### config.mk
export PLATFORM = sky130hd
export DESIGN_NAME = kb_input_ctrl
export DESIGN_NICKNAME = d
export VERILOG_FILES = /design/src/rtl/kb_input_ctrl.sv
export SDC_FILE = /design/constraint.sdc
export NUM_CORES = 1
export LEC_CHECK = 0
export CAP_MARGIN = 20
export CORE_MARGIN = 5
export CORE_UTILIZATION = 55
export CTS_BUF_LIST = sky130_fd_sc_hd__clkbuf_8 sky130_fd_sc_hd__clkbuf_16
export DETAILED_ROUTE_END_ITERATION = 7
export GPL_ROUTABILITY_DRIVEN = 0
export GPL_TIMING_DRIVEN = 0
export PLACE_DENSITY = 0.86
export SYNTH_ARGS = -nofsm -noshare
export SYNTH_HDL_FRONTEND = slang
export SYNTH_SLANG_ARGS = --single-unit
### constraint.sdc
create_clock -name clk -period 7.93 [get_ports clk]
set_input_delay 2.379 -clock clk [delete_from_list [all_inputs] [get_ports clk]]
set_output_delay 2.379 -clock clk [all_outputs]
set_load 0.005 [all_outputs]
### src/rtl/kb_input_ctrl.sv
// rtl/kb_input_ctrl.sv - keypad digit entry, edit and radix conversion controller
module kb_input_ctrl #(
  parameter int MAX_DIGITS = 8
) (
  input  logic        clk,
  input  logic        rst,
  input  logic        start,
  input  logic        abort,
  input  logic        dec_mode,
  input  logic        key_valid,
  input  logic [3:0]  key_code,
  output logic        busy,
  output logic        done,
  output logic [31:0] data,
  output logic [3:0]  digits,
  output logic [31:0] disp_buf
);

  typedef enum logic [1:0] {IDLE, COLLECT, CONVERT, DONE} state_t;

  localparam logic [3:0] MAX_D = 4'(MAX_DIGITS);

  state_t      state_q, state_d;
  logic [31:0] disp_q, disp_d;
  logic [3:0]  digits_q, digits_d;
  logic [31:0] acc_q, acc_d;
  logic [3:0]  idx_q, idx_d;
  logic        dec_q, dec_d;
  logic [31:0] data_q, data_d;

  logic        is_digit;
  logic [3:0]  idx_m1;
  logic [3:0]  nib;
  logic [31:0] base;

  always_ff @(posedge clk or posedge rst) begin
    if (rst) begin
      state_q  <= IDLE;
      disp_q   <= '0;
      digits_q <= '0;
      acc_q    <= '0;
      idx_q    <= '0;
      dec_q    <= 1'b0;
      data_q   <= '0;
    end else begin
      state_q  <= state_d;
      disp_q   <= disp_d;
      digits_q <= digits_d;
      acc_q    <= acc_d;
      idx_q    <= idx_d;
      dec_q    <= dec_d;
      data_q   <= data_d;
    end
  end

  // Digits are converted oldest first: the oldest sits at nibble idx-1.
  assign is_digit = dec_q ? (key_code <= 4'd9) : (key_code <= 4'hD);
  assign idx_m1   = idx_q - 4'd1;
  assign nib      = 4'(disp_q >> {idx_m1, 2'b00});
  assign base     = dec_q ? 32'd10 : 32'd16;

  always_comb begin
    state_d  = state_q;
    disp_d   = disp_q;
    digits_d = digits_q;
    acc_d    = acc_q;
    idx_d    = idx_q;
    dec_d    = dec_q;
    data_d   = data_q;
    case (state_q)
      IDLE: begin
        if (start) begin
          state_d  = COLLECT;
          disp_d   = '0;
          digits_d = '0;
          acc_d    = '0;
          idx_d    = '0;
          dec_d    = dec_mode;
          data_d   = '0;
        end
      end
      COLLECT: begin
        if (abort) begin
          state_d = IDLE;
        end else if (key_valid) begin
          if (key_code == 4'hF) begin
            state_d = CONVERT;
            acc_d   = '0;
            idx_d   = digits_q;
          end else if (key_code == 4'hE) begin
            if (digits_q != 4'd0) begin
              disp_d   = {4'h0, disp_q[31:4]};
              digits_d = digits_q - 4'd1;
            end
          end else if (is_digit && (digits_q < MAX_D)) begin
            disp_d   = {disp_q[27:0], key_code};
            digits_d = digits_q + 4'd1;
          end
        end
      end
      CONVERT: begin
        if (abort) begin
          state_d = IDLE;
        end else if (idx_q == 4'd0) begin
          state_d = DONE;
          data_d  = acc_q;
        end else begin
          acc_d = acc_q * base + {28'd0, nib};
          idx_d = idx_m1;
        end
      end
      DONE: state_d = IDLE;
      default: state_d = IDLE;
    endcase
  end

  assign busy     = (state_q != IDLE);
  assign done     = (state_q == DONE);
  assign data     = data_q;
  assign digits   = digits_q;
  assign disp_buf = disp_q;

endmodule

==> flow_summary.yaml <==
min_path:
  hold_path_class: "flip-flop to flip-flop"
  hold_end: "data[15]"
  holdPathStages: 2
  min_from: "data[15]"
sta:
  setup_viol_count_final: 0
  finalHoldViolations: 0
  setup-tns-final_ns: 0
  rsz0062_at_grt: "false"
  holdWs_ns: 0.4785
  period_share_pct: 71.60
  max-slew-margin-rel_pct: 31.90
  skew_ns: 0.009026
  clock.fmax_mhz: 176.1
  worst_pin_slew_ns: 1.015
  period_needed_ns: 5.678
  report.final.slew_viol_count: 0
final_layout:
  antenna_cells: 0
  layout-drive-gt1-share_pct: 10.38
  fin_nets: 1142
  final_cells: 1224
  area_delta_synth_final_pct: 16.42
power:
  power.density_nw_per_um2: 226.1
  net-switching-power_w: 0.0009894
  sw_frac_of_total_pct: 45.46
  combPwrFrac_pct: 46.6
  p_leak_nw: 4.526
  power_frac_clock_pct: 22.2
  finalPower_w: 0.002176
  power.internal_w: 0.001187
  irDropWorstVdd_uv: 271.3
  seqPwrFrac_pct: 31.3
floorplan:
  rows: 44
  ioPinCount: 80
  dieArea_um2: 17580
  start_util_pct: 56.46
  die_x_um: 132.6
  core-area_um2: 14640
  die_h_um: 132.6
grt:
  antenna_found_initial: 0
  grt.overflow.total: 0
  grt_max_degree: 58
  grt_pass1_vias: 7321
  track_usage_pct: 25.15
  grt_pass1_wl_mm: 36.58
job:
  maxCapViolations: 0
synth:
  ys_warn_count: 0
  synth_edf_count: 0
  synthArstFlopShare_pct: 100.0
  synthCells: 944
  syn_area_per_cell_um2: 8.758
  synth-main-ff-cell: "dfrtp_1"
  synthesis.area_um2: 8268
  yosysUniqueCellTypes: 69
  seq_area_frac_synth_pct: 32.38
  synth.ff_latch_count: 107
  syn_nets: 1051
cts:
  cts_setup_buffers: 0
  clk_latency_ns: 0.37
  cts_hold_buf: 0
  cts_root_buffer: "clkbuf_16"
  cts-resized-gates: 0
  cts_tree: "built"
  htree_num_levels: 3
  cts_buffer_depth: 2
  cts_sinks: 107
  cts_buffers: 9
  clkSlewWorstSetupHoldPaths_ns: 0.08
routing:
  drtIter0Drc: 655
  drtPass1Iterations: 7
  avgRoutedWirePerCell_um: 17.91
  ant_nets: 0
  drcViolationCount: 0
  drt-vias-per-instance: 6.150
  wl_mm: 21.93
  vias: 7528
setup_path:
  reg2regPathDepth: 18
  timing.rr.end: "acc_q[29]"
  start_kind: "flip-flop"
  crit_arrival_ns: 5.92
  worst_ep_required_time_ns: 8.17
  worstPathMaxFanout: 10
  reg2reg_from: "idx_q[0]"
  r2r_slack_ns: 2.25
  worstSetupEndpointType: "flip-flop"
  worst-setup-path-type: "flip-flop to flip-flop"
outcome:
  status: "finished, final reports clean"
placement:
  hpwl_mm: 16.13
  port-buffer-count: 79
  place_inst: 1208
-- area by class of cell --
class | count | area, um^2
Fill cell | 1159 | 5019
Tap cell | 184 | 230.2
Timing Repair Buffer | 80 | 818.3
Sequential cell | 107 | 2678
Buffer | 81 | 357.8
Clock inverter | 7 | 81.33
Multi-Input combinational cell | 733 | 5146
Inverter | 23 | 88.84
Clock buffer | 9 | 225.2
-- critical path, cell delays in order (launching register included) --
cell	delay, ns
dfrtp_1	0.43
buf_2	0.32
inv_1	0.08
ha_1	0.27
clkbuf_1	0.44
mux4_2	0.57
mux2i_1	0.13
nor2_1	0.06
ha_1	0.30
ha_1	0.22
fa_1	0.55
inv_1	0.07
fa_1	0.46
nand2b_1	0.18
a21oi_1	0.27
o21ai_0	0.24
a211oi_1	0.65
nand4b_1	0.20
nand3_1	0.10
-- metal layers --
metal	part of all wire (%)	vias up	GRT usage [%]
met2	45	400	39.02
met4	3.3	0	10.85
met5	0	-	0
met3	8.6	76	4.442
met1	43	3535	34.69
li1	-	3517	-
-- power groups by stage --
stage	sequential [W]	clock, W	combinational (W)
2_1_floorplan	0.000664	0	0.000632
5_1_grt	0.000689	0.000507	0.00110
3_5_place_dp	0.000685	0	0.000996
3_3_place_gp	0.000685	0	0.000974
4_1_cts	0.000677	0.000485	0.00100
6_report	0.000681	0.000482	0.00101
-- synth_stat cells, types with 3 or more instances --
| cell type | instances | area (um^2) |
|---|---|---|
| a31oi_1 | 3 | 18.77 |
| nand2b_1 | 7 | 43.79 |
| xnor2_1 | 8 | 70.07 |
| o41ai_1 | 4 | 35.03 |
| clkbuf_1 | 59 | 221.5 |
| buf_2 | 12 | 60.06 |
| a21o_1 | 10 | 75.07 |
| o31ai_1 | 7 | 52.55 |
| mux2i_1 | 7 | 70.07 |
| o211ai_1 | 8 | 60.06 |
| a211o_1 | 4 | 35.03 |
| o21ai_0 | 97 | 485.5 |
| buf_1 | 5 | 18.77 |
| mux4_2 | 8 | 180.2 |
| nand3b_1 | 4 | 30.03 |
| a32oi_1 | 3 | 26.28 |
| nor3_1 | 8 | 40.04 |
| inv_1 | 23 | 86.33 |
| nand2_1 | 194 | 728.2 |
| o21bai_1 | 3 | 22.52 |
| fa_1 | 3 | 60.06 |
| nand3_1 | 21 | 105.1 |
| and3_1 | 3 | 18.77 |
| a32o_1 | 5 | 50.05 |
| mux2_2 | 53 | 596.8 |
| or3_1 | 6 | 37.54 |
| nor2_1 | 25 | 93.84 |
| and2_1 | 30 | 187.7 |
| a21oi_1 | 40 | 200.2 |
| nand4_1 | 11 | 68.82 |
| ha_1 | 94 | 1176 |
| o21ai_1 | 8 | 40.04 |
| o21a_1 | 6 | 45.04 |
| xor2_1 | 11 | 96.34 |
| dfrtp_1 | 107 | 2678 |
-- cells by family after synthesis --
kind of cell | share of synthesized area, %
compound gates | 17.28
flops | 32.39
fa+ha+maj | 14.95
simple gates | 17.75
mux | 10.25
xor+xnor | 2.013
buf+inv | 5.372
-- per-stage QoR --
step	setup slack (ns)	instance area (um^2)	util, %
6_report	2.252	9625	65.73
5_1_grt	1.894	9625	65.73
4_1_cts	2.350	9625	65.73
3_5_place_dp	2.372	9319	63.64
3_3_place_gp	1.097	9289	63.43
2_1_floorplan	2.734	8268	-
-- registers in the layout (all words and copies together), names as in the netlist --
name      count
acc_q        32
dec_q         1
data         32
digits        4
idx_q         4
state_q       2
disp_buf     32
-- cell usage in the layout (no fill, tap or decap), types with 9 or more instances in the layout --
cell             count
dfrtp_1            107
a21o_1              10
inv_1               22
xor2_1              11
a21oi_1             40
ha_1                94
clkdlybuf4s50_1     79
mux2_2              53
o21ai_0             97
clkbuf_16            9
buf_2               12
clkbuf_1            59
nand3_1             21
and2_1              30
nor2_1              25
nand2_1            194
nand4_1             11
-- worst max path at each step --
stage              from   endpoint  slack, ns  cells past startpoint
2_1_floorplan       rst   acc_q[0]       2.73                      1
3_5_place_dp   idx_q[0]  acc_q[29]       2.37                     18
3_3_place_gp        rst   data[22]       1.10                      2
4_1_cts        idx_q[0]  acc_q[29]       2.35                     18
6_report       idx_q[0]  acc_q[29]       2.25                     18
5_1_grt        idx_q[0]  acc_q[29]       1.89                     18
Note: power is estimated with default switching activity, not from simulation.
